<file path="config.mk">
export PLATFORM = sky130hd
export DESIGN_NAME = multicycle_control_flat
export DESIGN_NICKNAME = d
export VERILOG_FILES = /design/src/rtl/core_pkg.sv /design/src/rtl/multicycle_control_if.sv /design/src/rtl/multicycle_control_alu_decoder.sv /design/src/rtl/multicycle_control.sv /design/src/flat_wrapper.sv
export SDC_FILE = /design/constraint.sdc
export NUM_CORES = 1
export LEC_CHECK = 0
export CAP_MARGIN = 20
export CORE_ASPECT_RATIO = 1.25
export CORE_MARGIN = 2
export CORE_UTILIZATION = 45
export DETAILED_ROUTE_END_ITERATION = 12
export GPL_TIMING_DRIVEN = 0
export PLACE_DENSITY = 0.88
export REMOVE_ABC_BUFFERS = 1
export SLEW_MARGIN = 20
export SYNTH_ARGS = -nofsm -noshare
export SYNTH_HDL_FRONTEND = slang
export SYNTH_SLANG_ARGS = --single-unit
</file>
<file path="constraint.sdc">
create_clock -name clk -period 2.15 [get_ports clk]
set_input_delay 0.43 -clock clk [delete_from_list [all_inputs] [get_ports clk]]
set_output_delay 0.43 -clock clk [all_outputs]
set_load 0.005 [all_outputs]
</file>
<file path="src/rtl/core_pkg.sv">
`default_nettype none
// +----------------------------------------------------------------------------+
// | Module      : core_pkg                                                     |
// | Description : Shared types and encodings for the multicycle RV32I control. |
// |               MULTICYCLE_CTRL_TRAP_EN adds the TRAP state.                 |
// | Revision    : 1.0                                                          |
// +----------------------------------------------------------------------------+
package core_pkg;

    typedef enum logic [3:0] {
        S_FETCH    = 4'd0,
        S_DECODE   = 4'd1,
        S_MEMADR   = 4'd2,
        S_MEMREAD  = 4'd3,
        S_MEMWB    = 4'd4,
        S_MEMWRITE = 4'd5,
        S_EXECR    = 4'd6,
        S_EXECI    = 4'd7,
        S_ALUWB    = 4'd8,
        S_BEQ      = 4'd9,
        S_JAL      = 4'd10
`ifdef MULTICYCLE_CTRL_TRAP_EN
        , S_TRAP   = 4'd11
`endif
    } state_t;

    typedef enum logic [1:0] {
        ALUOP_NONE  = 2'b00,
        ALUOP_ADD   = 2'b01,
        ALUOP_SUB   = 2'b10,
        ALUOP_FUNCT = 2'b11
    } alu_op_t;

    localparam logic [6:0] OP_LOAD   = 7'b0000011;
    localparam logic [6:0] OP_STORE  = 7'b0100011;
    localparam logic [6:0] OP_RTYPE  = 7'b0110011;
    localparam logic [6:0] OP_ITYPE  = 7'b0010011;
    localparam logic [6:0] OP_BRANCH = 7'b1100011;
    localparam logic [6:0] OP_JAL    = 7'b1101111;

    localparam logic [2:0] ALU_AND = 3'b000;
    localparam logic [2:0] ALU_OR  = 3'b001;
    localparam logic [2:0] ALU_ADD = 3'b010;
    localparam logic [2:0] ALU_SUB = 3'b110;
    localparam logic [2:0] ALU_SLT = 3'b111;

    localparam logic       ADR_PC     = 1'b0;
    localparam logic       ADR_ALUOUT = 1'b1;
    localparam logic [1:0] RES_ALUOUT = 2'b00;
    localparam logic [1:0] RES_RDATA  = 2'b01;
    localparam logic [1:0] RES_ALU    = 2'b10;
    localparam logic [1:0] SRCA_PC    = 2'b00;
    localparam logic [1:0] SRCA_OLDPC = 2'b01;
    localparam logic [1:0] SRCA_RS1   = 2'b10;
    localparam logic [1:0] SRCB_RS2   = 2'b00;
    localparam logic [1:0] SRCB_IMM   = 2'b01;
    localparam logic [1:0] SRCB_FOUR  = 2'b10;
    localparam logic [1:0] IMM_I      = 2'b00;
    localparam logic [1:0] IMM_S      = 2'b01;
    localparam logic [1:0] IMM_B      = 2'b10;
    localparam logic [1:0] IMM_J      = 2'b11;

    typedef struct packed {
        logic       mem_req;
        logic       adr_src;
        logic       pc_write;
        logic       reg_write;
        logic       mem_write;
        logic [1:0] result_src;
        logic [1:0] alu_src_a;
        logic [1:0] alu_src_b;
        alu_op_t    alu_op;
`ifdef MULTICYCLE_CTRL_TRAP_EN
        logic       illegal;
`endif
    } moore_t;

    function automatic moore_t moore_outputs(input state_t s);
        moore_t m;
        m = '0;
        case (s)
            S_FETCH: begin
                m.mem_req    = 1'b1;
                m.adr_src    = ADR_PC;
                m.result_src = RES_ALU;
                m.alu_src_a  = SRCA_PC;
                m.alu_src_b  = SRCB_FOUR;
                m.alu_op     = ALUOP_ADD;
            end
            S_DECODE: begin
                m.alu_src_a = SRCA_OLDPC;
                m.alu_src_b = SRCB_IMM;
                m.alu_op    = ALUOP_ADD;
            end
            S_MEMADR: begin
                m.alu_src_a = SRCA_RS1;
                m.alu_src_b = SRCB_IMM;
                m.alu_op    = ALUOP_ADD;
            end
            S_MEMREAD: begin
                m.mem_req = 1'b1;
                m.adr_src = ADR_ALUOUT;
            end
            S_MEMWB: begin
                m.result_src = RES_RDATA;
                m.reg_write  = 1'b1;
            end
            S_MEMWRITE: begin
                m.mem_req   = 1'b1;
                m.mem_write = 1'b1;
                m.adr_src   = ADR_ALUOUT;
            end
            S_EXECR: begin
                m.alu_src_a = SRCA_RS1;
                m.alu_src_b = SRCB_RS2;
                m.alu_op    = ALUOP_FUNCT;
            end
            S_EXECI: begin
                m.alu_src_a = SRCA_RS1;
                m.alu_src_b = SRCB_IMM;
                m.alu_op    = ALUOP_FUNCT;
            end
            S_ALUWB: begin
                m.result_src = RES_ALUOUT;
                m.reg_write  = 1'b1;
            end
            S_BEQ: begin
                m.alu_src_a  = SRCA_RS1;
                m.alu_src_b  = SRCB_RS2;
                m.alu_op     = ALUOP_SUB;
                m.result_src = RES_ALUOUT;
            end
            S_JAL: begin
                m.alu_src_a  = SRCA_OLDPC;
                m.alu_src_b  = SRCB_FOUR;
                m.alu_op     = ALUOP_ADD;
                m.result_src = RES_ALUOUT;
                m.pc_write   = 1'b1;
            end
`ifdef MULTICYCLE_CTRL_TRAP_EN
            S_TRAP: m.illegal = 1'b1;
`endif
            default: ;
        endcase
        return m;
    endfunction

    function automatic logic [1:0] imm_sel(input logic [6:0] op);
        case (op)
            OP_STORE:  return IMM_S;
            OP_BRANCH: return IMM_B;
            OP_JAL:    return IMM_J;
            default:   return IMM_I;
        endcase
    endfunction

endpackage
`default_nettype wire

</file>
<file path="src/rtl/multicycle_control_if.sv">
`default_nettype none
// +----------------------------------------------------------------------------+
// | Module      : multicycle_control_if                                        |
// | Description : Instruction fields, status and datapath controls bundle.     |
// | Revision    : 1.0                                                          |
// +----------------------------------------------------------------------------+
interface multicycle_control_if;
    logic [6:0] opcode;
    logic [2:0] funct3;
    logic       funct7b5;
    logic       zero;
    logic       mem_ready;
    logic       mem_req;
    logic       adr_src;
    logic       ir_write;
    logic       pc_write;
    logic       reg_write;
    logic       mem_write;
    logic [1:0] result_src;
    logic [1:0] alu_src_a;
    logic [1:0] alu_src_b;
    logic [1:0] imm_src;
    logic [2:0] ula_control;
    logic       illegal_instr;

    modport master (
        input  opcode, funct3, funct7b5, zero, mem_ready,
        output mem_req, adr_src, ir_write, pc_write, reg_write, mem_write,
               result_src, alu_src_a, alu_src_b, imm_src, ula_control, illegal_instr
    );

    modport slave (
        output opcode, funct3, funct7b5, zero, mem_ready,
        input  mem_req, adr_src, ir_write, pc_write, reg_write, mem_write,
               result_src, alu_src_a, alu_src_b, imm_src, ula_control, illegal_instr
    );
endinterface
`default_nettype wire

</file>
<file path="src/rtl/multicycle_control_alu_decoder.sv">
`default_nettype none
// +----------------------------------------------------------------------------+
// | Module      : alu_decoder                                                  |
// | Description : ALU operation code from FSM request and funct fields.        |
// | Revision    : 1.0                                                          |
// +----------------------------------------------------------------------------+
module alu_decoder
    import core_pkg::*;
(
    input  var alu_op_t    alu_op_i,
    input  wire logic [2:0] funct3_i,
    input  wire logic       funct7b5_i,
    input  wire logic       op5_i,
    output logic [2:0]      ula_control_o,
    output logic            illegal_o
);

    always_comb begin
        ula_control_o = ALU_AND;
        illegal_o     = 1'b0;
        case (alu_op_i)
            ALUOP_ADD: ula_control_o = ALU_ADD;
            ALUOP_SUB: ula_control_o = ALU_SUB;
            ALUOP_FUNCT: begin
                case (funct3_i)
                    // op5 separates R-type from I-type so addi never turns into sub
                    3'b000:  ula_control_o = (op5_i && funct7b5_i) ? ALU_SUB : ALU_ADD;
                    3'b010:  ula_control_o = ALU_SLT;
                    3'b110:  ula_control_o = ALU_OR;
                    3'b111:  ula_control_o = ALU_AND;
                    default: begin
                        ula_control_o = ALU_ADD;
                        illegal_o     = 1'b1;
                    end
                endcase
            end
            default: ula_control_o = ALU_AND;
        endcase
    end

endmodule
`default_nettype wire

</file>
<file path="src/rtl/multicycle_control.sv">
`default_nettype none
// +----------------------------------------------------------------------------+
// | Module      : multicycle_control                                           |
// | Description : Main FSM of the multicycle RV32I core; MULTICYCLE_CTRL_TRAP_EN|
// |               traps unknown opcodes/funct3 and drives illegal_instr.       |
// | Revision    : 1.0                                                          |
// +----------------------------------------------------------------------------+
module multicycle_control
    import core_pkg::*;
(
    input  wire logic            clk,
    input  wire logic            reset,
    multicycle_control_if.master bus
);

    state_t     state_q;
    state_t     state_d;
    moore_t     out_q;
    alu_op_t    w_alu_op;
    logic [2:0] w_ula;
    logic       w_dec_illegal;
    logic       w_mem_done;
    logic       w_fetch_done;

    assign w_mem_done   = out_q.mem_req && bus.mem_ready;
    assign w_fetch_done = (state_q == S_FETCH) && w_mem_done;

    always_comb begin
        state_d = state_q;
        case (state_q)
            S_FETCH:    if (w_mem_done) state_d = S_DECODE;
            S_DECODE: begin
                case (bus.opcode)
                    OP_LOAD, OP_STORE: state_d = S_MEMADR;
                    OP_RTYPE:          state_d = S_EXECR;
                    OP_ITYPE:          state_d = S_EXECI;
                    OP_BRANCH:         state_d = S_BEQ;
                    OP_JAL:            state_d = S_JAL;
`ifdef MULTICYCLE_CTRL_TRAP_EN
                    default:           state_d = S_TRAP;
`else
                    default:           state_d = S_FETCH;
`endif
                endcase
            end
            S_MEMADR:   state_d = (bus.opcode == OP_STORE) ? S_MEMWRITE : S_MEMREAD;
            S_MEMREAD:  if (w_mem_done) state_d = S_MEMWB;
            S_MEMWB:    state_d = S_FETCH;
            S_MEMWRITE: if (w_mem_done) state_d = S_FETCH;
`ifdef MULTICYCLE_CTRL_TRAP_EN
            S_EXECR, S_EXECI: state_d = w_dec_illegal ? S_TRAP : S_ALUWB;
            S_TRAP:     state_d = S_TRAP;
`else
            S_EXECR, S_EXECI: state_d = S_ALUWB;
`endif
            S_ALUWB:    state_d = S_FETCH;
            S_BEQ:      state_d = S_FETCH;
            S_JAL:      state_d = S_ALUWB;
            default:    state_d = S_FETCH;
        endcase
    end

    // Outputs are registered from the next state so they line up with state_q
    always_ff @(posedge clk) begin
        if (reset) begin
            state_q <= S_FETCH;
            out_q   <= moore_outputs(S_FETCH);
        end else begin
            state_q <= state_d;
            out_q   <= moore_outputs(state_d);
        end
    end

    assign w_alu_op = reset ? ALUOP_NONE : out_q.alu_op;

    alu_decoder u_alu_decoder (
        .alu_op_i      (w_alu_op),
        .funct3_i      (bus.funct3),
        .funct7b5_i    (bus.funct7b5),
        .op5_i         (bus.opcode[5]),
        .ula_control_o (w_ula),
        .illegal_o     (w_dec_illegal)
    );

    // Reset masks every output so an in-flight access is dropped immediately
    assign bus.mem_req     = !reset && out_q.mem_req;
    assign bus.adr_src     = !reset && out_q.adr_src;
    assign bus.ir_write    = !reset && w_fetch_done;
    assign bus.pc_write    = !reset && (w_fetch_done || out_q.pc_write ||
                                        ((state_q == S_BEQ) && bus.zero));
    assign bus.reg_write   = !reset && out_q.reg_write;
    assign bus.mem_write   = !reset && out_q.mem_write;
    assign bus.result_src  = reset ? 2'b00 : out_q.result_src;
    assign bus.alu_src_a   = reset ? 2'b00 : out_q.alu_src_a;
    assign bus.alu_src_b   = reset ? 2'b00 : out_q.alu_src_b;
    assign bus.imm_src     = (!reset && ((state_q == S_DECODE) || (state_q == S_MEMADR)))
                             ? imm_sel(bus.opcode) : IMM_I;
    assign bus.ula_control = w_ula;

`ifdef MULTICYCLE_CTRL_TRAP_EN
    assign bus.illegal_instr = !reset && out_q.illegal;
`else
    logic w_unused_illegal;
    assign w_unused_illegal  = w_dec_illegal;
    assign bus.illegal_instr = 1'b0;
`endif

endmodule
`default_nettype wire

</file>
<file path="src/flat_wrapper.sv">
// flat-port wrapper written by rule: the top's interface ports become plain ports
module multicycle_control_flat import core_pkg::*;
  (clk, reset, bus_opcode, bus_funct3, bus_funct7b5, bus_zero, bus_mem_ready, bus_mem_req, bus_adr_src, bus_ir_write, bus_pc_write, bus_reg_write, bus_mem_write, bus_result_src, bus_alu_src_a, bus_alu_src_b, bus_imm_src, bus_ula_control, bus_illegal_instr);
  multicycle_control_if bus_i ();
  input  wire logic clk;
  input  wire logic reset;
  input wire logic [$bits(bus_i.opcode)-1:0] bus_opcode;
  input wire logic [$bits(bus_i.funct3)-1:0] bus_funct3;
  input wire logic [$bits(bus_i.funct7b5)-1:0] bus_funct7b5;
  input wire logic [$bits(bus_i.zero)-1:0] bus_zero;
  input wire logic [$bits(bus_i.mem_ready)-1:0] bus_mem_ready;
  output wire logic [$bits(bus_i.mem_req)-1:0] bus_mem_req;
  output wire logic [$bits(bus_i.adr_src)-1:0] bus_adr_src;
  output wire logic [$bits(bus_i.ir_write)-1:0] bus_ir_write;
  output wire logic [$bits(bus_i.pc_write)-1:0] bus_pc_write;
  output wire logic [$bits(bus_i.reg_write)-1:0] bus_reg_write;
  output wire logic [$bits(bus_i.mem_write)-1:0] bus_mem_write;
  output wire logic [$bits(bus_i.result_src)-1:0] bus_result_src;
  output wire logic [$bits(bus_i.alu_src_a)-1:0] bus_alu_src_a;
  output wire logic [$bits(bus_i.alu_src_b)-1:0] bus_alu_src_b;
  output wire logic [$bits(bus_i.imm_src)-1:0] bus_imm_src;
  output wire logic [$bits(bus_i.ula_control)-1:0] bus_ula_control;
  output wire logic [$bits(bus_i.illegal_instr)-1:0] bus_illegal_instr;
  assign bus_i.opcode = bus_opcode;
  assign bus_i.funct3 = bus_funct3;
  assign bus_i.funct7b5 = bus_funct7b5;
  assign bus_i.zero = bus_zero;
  assign bus_i.mem_ready = bus_mem_ready;
  assign bus_mem_req = bus_i.mem_req;
  assign bus_adr_src = bus_i.adr_src;
  assign bus_ir_write = bus_i.ir_write;
  assign bus_pc_write = bus_i.pc_write;
  assign bus_reg_write = bus_i.reg_write;
  assign bus_mem_write = bus_i.mem_write;
  assign bus_result_src = bus_i.result_src;
  assign bus_alu_src_a = bus_i.alu_src_a;
  assign bus_alu_src_b = bus_i.alu_src_b;
  assign bus_imm_src = bus_i.imm_src;
  assign bus_ula_control = bus_i.ula_control;
  assign bus_illegal_instr = bus_i.illegal_instr;
  multicycle_control u_core (.clk(clk), .reset(reset), .bus(bus_i));
endmodule
</file>
# ---- After elaboration in Yosys (flattened, before gate mapping)
# Index checks and enable logic that the tools add are counted.
dict set report op_classes {
  add_sub_neg 0
  multipliers 0
  n_div 0
  order_cmp 0
  n_eq_ne 30
  shift 0
  mux 21
  n_bitwise 0
  reduce_logical 22
}
# operator count
set op_table {}
lappend op_table {{case mux 6 bit (7 select lines)} 1}
lappend op_table {{equality test 4 x 3 -> 1 bit, second input constant} 7}
lappend op_table {{case mux 4 bit (6 select lines)} 1}
lappend op_table {{equality test 4 bit, second input constant} 5}
lappend op_table {{case mux 4 bit (5 select lines)} 1}
lappend op_table {{equality test 4 x 2 -> 1 bit, second input constant} 4}
lappend op_table {{equality test 7 x 6 -> 1 bit, second input constant} 2}
lappend op_table {{equality test 7 bit, second input constant} 2}
lappend op_table {{2-to-1 mux 4 bit} 3}
lappend op_table {{case mux 3 bit (4 select lines)} 1}
lappend op_table {{logical AND 1 bit} 11}
lappend op_table {{2-to-1 mux 2 bit} 5}
lappend op_table {{case mux 3 bit (3 select lines)} 1}
lappend op_table {{equality test 4 x 1 -> 1 bit, second input constant} 2}
lappend op_table {{zero test 4 bit} 2}
lappend op_table {{case mux 2 bit (2 select lines)} 2}
lappend op_table {{equality test 7 x 2 -> 1 bit, second input constant} 1}
lappend op_table {{equality test 7 x 5 -> 1 bit, second input constant} 1}
lappend op_table {{equality test 3 bit, second input constant} 2}
lappend op_table {{2-to-1 mux 3 bit} 2}
lappend op_table {{case mux 2 bit (3 select lines)} 1}
lappend op_table {{OR reduction 2 bit} 3}
lappend op_table {{equality test 2 bit, second input constant} 2}
lappend op_table {{equality test 3 x 2 -> 1 bit, second input constant} 1}
lappend op_table {{6 further kinds} 10}
dict set report totals {
  ff_bits 17
  latchBits 0
  ramBits 0
  mem_bits_ro 0
  in_bits 15
  out_inout_bits 18
  elab_cells 83
  mem_count 0
}

# ---- Logic depth before layout (Yosys ltp)
# Gate-level depths: netlist of the first run.
dict set report depth {
  word_depth 7
  ltp_mapped 8
  ltp_nobuf 6
}

# ---- By module
# A second synthesis of the first run with hierarchy kept.
dict set report hier_totals {
  hier_cells 130
  hier_area_um2 1103.6
}
# mod instances cells_per_inst area_per_inst_um2 seq_area_each_um2
set by_module_without_submodules {}
lappend by_module_without_submodules {multicycle_control 1 118 1029.7 340.3}
lappend by_module_without_submodules {alu_decoder 1 12 73.8 0.0}

# ---- Worst setup path before layout of the first run
# Ideal clock, no wire load.
dict set report synth_path {
  path_kind {in2reg}
  from {input bus_opcode[2]}
  to {register u_core.out_q[12] in the netlist's numbering}
  setup_ns 0.073
  t_arrival_ns 1.711
  required_ns 2.077
  setup_slack_ns 0.366
  cell_stages 6
  n_path_buf 0
  cell_sequence {nand4bb_1 > nor2_1 > a32oi_2 > or2_4 > or3b_1 > o211ai_2}
}
dict set report synth_via {
  elab_chain_cells 7
}
# item line
set synth_rtl {}
lappend synth_rtl {{start: declaration} flat_wrapper.sv:7} ;# input wire logic [$bits(bus_i.opcode)-1:0] bus_opcode;
lappend synth_rtl {{equality test 7 x 2 -> 1 bit / equality test 7 x 6 -> 1 bit (equally long branches)} {multicycle_control.sv:33, multicycle_control.sv:46}}
lappend synth_rtl {{OR reduction 2 bit} multicycle_control.sv:33} ;# case (bus.opcode)
lappend synth_rtl {{case mux 4 bit (5 select lines)} multicycle_control.sv:33}
lappend synth_rtl {{case mux 4 bit (6 select lines) *} multicycle_control.sv:30} ;# case (state_q)
lappend synth_rtl {{equality test 4 x 2 -> 1 bit / equality test 4 x 3 -> 1 bit (equally long branches)} core_pkg.sv:81} ;# case (s)
lappend synth_rtl {{OR reduction 2 bit (no source line)} -}
lappend synth_rtl {{case mux 2 bit (2 select lines) *} core_pkg.sv:81}
lappend synth_rtl {{end signal: assignment} multicycle_control.sv:67} ;# out_q <= moore_outputs(S_FETCH);
lappend synth_rtl {{end signal: assignment} multicycle_control.sv:70} ;# out_q <= moore_outputs(state_d);
lappend synth_rtl {{end: declaration} multicycle_control.sv:18} ;# moore_t out_q;
# Mark *: on every way between the ends. The rest lies on a longest branch, timed or not.
# A chain may end at the register's enable or synchronous reset.

# ---- Worst setup path in the final report of the first run
dict set report layout_path {
  from {register u_core.state_q[1]}
  to {output bus_ir_write}
}
dict set report layout_via {
  elab_chain_cells 3
}
# item line
set layout_rtl {}
lappend layout_rtl {{start: declaration} multicycle_control.sv:16} ;# state_t state_q;
lappend layout_rtl {{start signal: assignment} multicycle_control.sv:69} ;# state_q <= state_d;
lappend layout_rtl {{zero test 4 bit} multicycle_control.sv:26} ;# assign w_fetch_done = (state_q == S_FETCH) && w_mem_done;
lappend layout_rtl {{logical AND 1 bit} multicycle_control.sv:26}
lappend layout_rtl {{logical AND 1 bit} multicycle_control.sv:88} ;# assign bus.ir_write = !reset && w_fetch_done;
lappend layout_rtl {{end: declaration} flat_wrapper.sv:14} ;# output wire logic [$bits(bus_i.ir_write)-1:0] bus_ir_write;
# Every way passes these cells.

==> summary.md, run 1 <==
The flow ran to the end, and the final reports show no timing, DRC or antenna violations. Largest family of logic cells by synthesized area: simple AND/OR/NAND/NOR gates. The run gives 0.09 ns as the worst reg-to-reg setup slack. The power density over the cells came out at 421 nW/um^2.

The number of global-route vias before repair came out at 1042. The final design utilization is 73.3%, and the clock buffer count from CTS is 3. Cells with a size suffix above 1 make up 31.4% of the layout. The xor and xnor area share after synthesis was 1.76%. Sequential elements use 34.2% of the synthesized area. The synthesized design spends more area on one cell type than any other, namely dfxtp_1.

The final layout contains routed wiring with a total length of 3.08 mm. The portion of the clock cycle consumed by the worst path in the final layout was 98.6%; the flop and latch count out of synthesis was 17. The synthesized design devotes to its leading area cell type 34.2% of total area. Of the total synthesized cell area, the portion taken by AND, OR, NAND and NOR gates is 32.5%. Counting flops with a built-in enable in the synthesized netlist gives 0.

For the summed instance area of the synthesized netlist, the log shows 996 um^2. The first global-routing pass estimated 4.36 mm of wire. Along the worst path, the maximum fanout reaches 4.

The H-tree depth reported by CTS is 1. Across every metal layer, demand over resource in global routing totals 22.7%. Entering global routing, the biggest net connects 25 pins. The final number of max-transition violations was 0. The capture point of the worst path was bus_ir_write. The number of antenna violations at the first check in global routing is 0.

Class of the most critical hold timing path: input pin to flip-flop. The finished layout cell area is 1570 um^2. The tools report the total setup violations reported at the end of the flow as 0. In this run, distinct cell masters in the synthesized netlist total 48.

Cell count of the worst reg-to-reg path: 8. Sorting the synthesized cells by area gives the leading types as dfxtp_1 (34%), nor2b_1 (8.8%), nor2_1 (4.5%). The die covers 2610 um^2. For the worst-skew pair, the clock arrives at the later sink with an insertion delay of 0.30 ns.

The worst setup path is captured at an output pin. The core region is 2140 um^2. For the number of nets with antenna violations after detailed routing, the log shows 0. Across the routed clock network, the largest skew measured is 0.0111 ns. At the end of routability-driven placement, the weighted congestion stood at 0.766. Chip height: 56.6 um.

The fraction of the mapped netlist area in compound gates is 26.4%, and the clock slew at the register clock pins of the worst setup and hold paths is 0.10 ns. TritonCTS built the clock tree. The average instance in the mapped netlist occupies 8.51 um^2. Yosys instantiated no cell more often than dfxtp_1. Buffers placed on the I/O ports in this run total 31.

The number of clock sinks seen by CTS was 17. The kind of start point of the critical path was a flip-flop. The analysis attributes to cell leakage a power of 0.661 nW. The multiplexer share of the synthesized area is 1.13%, and the count of warnings emitted by yosys is 0.

Clock tree synthesis selected as its root buffer the cell clkbuf_4. Of all flip-flops after synthesis, the portion carrying an async set or reset was 0%. The most critical setup path has its startpoint at u_core.state_q[1]. The logs give 18 for the DRC violation total after the first TritonRoute iteration and 46.5% for the starting density of the core.

The logs give 0 for the number of hold violations in the final report and 472 MHz for the peak clock frequency supported by timing. The post-route DRC violation count was 0; the time the final worst path needs with I/O delays and setup was 2.12 ns. The worst register-to-register path ends at u_core.out_q[5]. The run gives 0 as the total global routing overflow. Using the TritonRoute via totals, the vias-per-cell ratio works out to 5.89. The finished layout holds 190 standard cells, fillers aside.

The first detailed-routing pass ran for 4 iterations. The worst-case IR drop observed on VDD is 0.486 mV. The tools report the total cell area at the placement stage as 1310 um^2. Summing the areas of all fa, ha and maj instances in the mapped netlist gives 0% of the synthesized area. Routed wirelength normalized by instance count: 16.2 um. The hold buffer count at cts is 0. The clock passes through at most 2 buffers.

The initialized floorplan defines 19 standard-cell rows. Max-cap violation count: 0. The count of boundary I/O pins was 33. The via count of the routed design was 1120; the power after layout was 0.000660 W. Counting tap cells, the placed design contains a total of 164 instances. Ranked by instance count, the synthesized netlist is headed by dfxtp_1 (17), nor2b_1 (14), nor2_1 (12).

The setup path with the least slack is of type flip-flop to output pin. 0 antenna diodes ended up in the layout. Half-perimeter wire length after placement: 1.80 mm. Compared with the post-synthesis result, the final layout area differs by 57.5%.

In the synthesized netlist the dominant register cell turns out to be dfxtp_1. Data on the critical path arrives at its endpoint at 1.69 ns. For the worst setup path, the data required time is 1.72 ns.

The die is 46.1 um wide. For the number of nets in the layout, the log shows 185. The worst register-to-register path begins at u_core.state_q[1]. After technology mapping, the gate count stands at 117.
[cell usage in the layout (no fill, tap or decap), types with 2 or more instances in the layout]
master,n
dfxtp_4,4
o21a_1,2
nor2b_1,13
nand2_1,8
o211ai_1,3
dfxtp_1,13
o21ai_0,3
nor3_1,2
dlymetal6s2s_1,2
clkdlybuf4s50_1,17
nor2_4,3
o211ai_2,2
a21oi_1,6
nor2_2,2
clkbuf_4,3
buf_4,21
dlygate4sd2_1,10
nand3_1,2
or3_1,2
xor2_1,2
nor2_1,8
inv_1,2
nand4_1,2
[cell type report]
cell class | instances | area [um^2]
Multi-Input combinational cell | 92 | 672
Fill cell | 141 | 571
Timing Repair Buffer | 53 | 477
Sequential cell | 17 | 355
Tap cell | 21 | 26.3
Clock buffer | 3 | 22.5
Inverter | 3 | 11.3
Clock inverter | 1 | 5.00
[critical path: stages, from the launching register on]
cell and delay (ns):
dfxtp_4 0.38, nor2_4 0.12, nand4_1 0.20, nor2_2 0.18, clkdlybuf4s50_1 0.51
[worst min path at each step]
stage | start | end | slack, ns | depth (start not counted)
after CTS | bus_opcode[4] | u_core.out_q[0] | 0.58 | 3
after detailed placement | u_core.out_q[12] | u_core.out_q[4] | 0.72 | 2
final | reset | u_core.out_q[5] | 0.54 | 2
after global placement | u_core.out_q[12] | u_core.out_q[0] | 0.73 | 2
after floorplan | reset | u_core.out_q[11] | 0.50 | 1
after global routing | reset | u_core.out_q[5] | 0.57 | 2
[cells by family after synthesis]
| kind of cell | count (synthesis) |
|---|---|
| buffers and inverters | 8 |
| AOI/OAI and AO/OA | 32 |
| DFF | 17 |
| other | 1 |
| and+or+nand+nor | 56 |
| xor gates and xnor gates | 2 |
| muxes | 1 |
[sequential cells by signal (all words and copies together) (netlist names)]
register and flops:
u_core.state_q 4, u_core.out_q 13
[timing repair]
action	4_1_cts	5_1_grt
resized for setup	30	10
pin swaps	7	5
hold endpoints to repair	0	0
setup endpoints to repair	18	6
buffers inserted	15	8
[per-layer routing]
layer  vias up  share of wire, %  wire length (um)  GRT usage [%]
met3        17               4.7               145           4.50
met5         -                 0                 0              0
met1       521                39              1210           24.1
li1        527                 -                 -              -
met2        55                52              1590           38.3
met4         0               4.3               132           14.3
[per-stage QoR]
step | hold slack (ns) | setup slack (ns) | TNS, ns
floorplan | 0.498 | 0.366 | 0
global placement | 0.734 | -0.632 | -8.31
detailed placement | 0.723 | -0.679 | -9.38
CTS | 0.578 | -0.0529 | -0.0529
global route | 0.569 | -0.0248 | -0.0380
finish | 0.544 | 0.0305 | 0
[power by group]
group	total, W	internal [W]	switching (W)
combinational	0.000157	0.0000869	0.0000699
sequential	0.000329	0.000321	0.00000838
clock	0.000175	0.0000695	0.000105
No activity file was read; power rests on OpenSTA's default activity.
==> run 2, diff against run 1 <==
Settings changed: ABC_CLOCK_PERIOD_IN_PS from default to 2150.
==> results of run 2 <==
The final DEF is identical to that of run 1; final timing and power are the same.
==> run 3, diff against run 2 <==
Settings changed: SKIP_CTS_REPAIR_TIMING from default to 1.
==> run 3 against run 2 <==
Net effect:
- power is 3.3% lower
- maximum frequency fell by 0.86%
- highest routed layer unchanged
- via count down 7.0%
- clock power is essentially flat
- count of clock-buffer cells in the layout unchanged
- final area down 5.4%
==> summary.md, run 3 (same netlist as run 1, synthesis figures left out) <==
The flow ran to the end, and the final reports show no timing, DRC or antenna violations. The portion of the clock cycle consumed by the worst path in the final layout is 99.4% (was 98.6%), and the post-route DRC violation count is 0 (unchanged). Number of flip-flops under the largest register name: 13 (unchanged). The chip height was 56.6 um (unchanged); the time the final worst path needs with I/O delays and setup was 2.14 ns (was 2.12 ns). Registers with the most flip-flops: u_core.out_q x13, u_core.state_q x4 (unchanged). The peak supply drop is 0.477 mV (was 0.486 mV). The total global routing overflow is 0 (unchanged), and the worst-skew pair later-pin latency is 0.30 ns (about the same). The logs give 0.551 ns (was 0.544 ns) for the final hold slack and 0.690 nW (was 0.661 nW) for the static leakage power.

The area overhead of the layout relative to synthesis came out at 49.0% (was 57.5%). The placeable core region is 2140 um^2 (unchanged). The required time reported for the critical path endpoint came out at 1.72 ns (about the same).

The run gives 0 (unchanged) as the total setup violations reported at the end of the flow. The final number of max-transition violations is 0 (unchanged), and the power density over the cells is 430 nW/um^2 (was 421 nW/um^2). The run gives 176 (was 190) as the non-filler instance count after layout.

The logs give 2 (unchanged) for the deepest clock path buffer count and 2610 um^2 (unchanged) for the die area. The routed wirelength normalized by instance count came out at 16.0 um (was 16.2 um). Clock buffer count from CTS: 3 (unchanged).

The largest net degree at the start of global routing was 25 (unchanged). The count of boundary I/O pins came out at 33 (unchanged). The start-to-end type of the worst setup path is input pin to output pin (was flip-flop to output pin). The run gives 468 MHz (was 472 MHz) as the peak clock frequency supported by timing. The overall routing resource usage is 18.6% (was 22.7%). The run gives 164 (unchanged) as the number of cells after detailed placement. The logs give 2.81 mm (was 3.08 mm) for the total wire length and 886 (was 1042) for the number of global-route vias before repair. The kind of start point of the critical path is an input pin (was a flip-flop). The number of hold violations in the final report was 0 (unchanged); the H-tree depth reported by CTS was 1 (unchanged). The DRC violation total after the first TritonRoute iteration is 22 (was 18), and the cell row count is 19 (unchanged).

The signal arrival time at the worst endpoint came out at 1.71 ns (was 1.69 ns). The master cell of the clock root buffer was clkbuf_4 (unchanged). For the starting density of the core, the log shows 46.5% (unchanged). The half-perimeter wire length after placement came out at 1.80 mm (unchanged). The detail-routed via count per cell came out at 5.92 (was 5.89). The global-route wire length before repair was 3.62 mm (was 4.36 mm); the number of detailed-routing iterations run before antenna repair was 4 (unchanged). The most common library cell in the layout ignoring fill and taps is clkdlybuf4s50_1 (was buf_4). The class of the most critical hold timing path is input pin to flip-flop (unchanged). The logs give 0 (unchanged) for the max-cap violation count and 1042 (was 1120) for the via count of the routed design.

The number of nets in the layout came out at 171 (was 185). The capturing element type of the critical path was an output pin (unchanged). For the number of clock sinks seen by CTS, the log shows 17 (unchanged).

The die span in x was 46.1 um (unchanged); the last weighted congestion value of the routability-driven placer was 0.766 (unchanged). Total negative slack for setup checks: 0 ns (unchanged). Most frequent cells in the layout: clkdlybuf4s50_1 (17), nor2b_1 (13), dlymetal6s2s_1 (13), dfxtp_1 (13) (was buf_4 (21), clkdlybuf4s50_1 (17), nor2b_1 (13), dfxtp_1 (13), dlygate4sd2_1 (10)).

TritonCTS built the clock tree. Final worst clock skew: 0.0122 ns (was 0.0111 ns). The maximum fanout encountered on the critical timing path was 24 (was 4); the number of antenna violations at the first check in global routing was 0 (unchanged). The clock slew at the register clock pins of the worst setup and hold paths is 0.11 ns (was 0.10 ns).

Register ranked first by flip-flop count: u_core.out_q (unchanged). Setup repair after global routing could not meet its margin everywhere. The antenna diode count was 0 (unchanged); the layout cell share with drive strength beyond 1 was 23.9% (was 31.4%). The quantity of I/O buffers inserted on ports was 31 (unchanged); the number of nets with antenna violations after detailed routing was 0 (unchanged).
[run 3: changes by cell type in the layout (fill, tap and decap cells not counted), sizes merged]
cell           change
clkbuf             +1
buf               -15
dlygate4sd2       -10
dlymetal6s2s      +11
clkdlybuf4s15      -1
[run 3: where the power goes]
part	switching [W]	internal, W
sequential	0.00000755	0.000321
combinational	0.0000629	0.0000730
clock	0.000104	0.0000694
[run 3: path summary, 6_finish.rpt]
path                                        start                 end  slack, ns  depth (start not counted)
worst max register to register  u_core.state_q[0]     u_core.out_q[5]       0.20                          7
worst min-delay path                bus_opcode[4]     u_core.out_q[0]       0.55                          3
worst max-delay path                        reset  bus_ula_control[0]       0.01                          5
worst min register to register  u_core.state_q[3]     u_core.out_q[6]       0.69                          2
[run 3: layout make-up]
cell class	instances	area, um^2
flip-flops and latches	17	353
repair buffers	39	398
clock inverters	1	5.00
clock buffers	3	22.5
multi-input cells	92	668
fillers	159	656
well taps	21	26.3
inverters	3	11.3
[run 3: per-stage QoR]
step	power [W]	area, um^2	util [%]	worst slack, ns
2_1_floorplan	0.000392	971	-	0.366
3_3_place_gp	0.000457	1310	61.1	-0.632
3_5_place_dp	0.000460	1310	61.1	-0.679
4_1_cts	0.000629	1340	62.4	-0.681
5_1_grt	0.000663	1480	69.4	-0.0536
6_report	0.000638	1480	69.4	0.0121
[run 3: layer usage]
metal | global-route usage [%] | wire, um | vias to the layer above
met4 | 8.16 | 35 | 0
met2 | 31.9 | 1510 | 56
met3 | 3.22 | 175 | 4
met1 | 21.3 | 1090 | 483
li1 | - | - | 499
met5 | 0 | 0 | -
[run 3: critical path: stages]
cell and delay (ns):
clkbuf_2 0.30, inv_2 0.20, nand2_1 0.10, nor3_1 0.15
clkdlybuf4s50_1 0.53
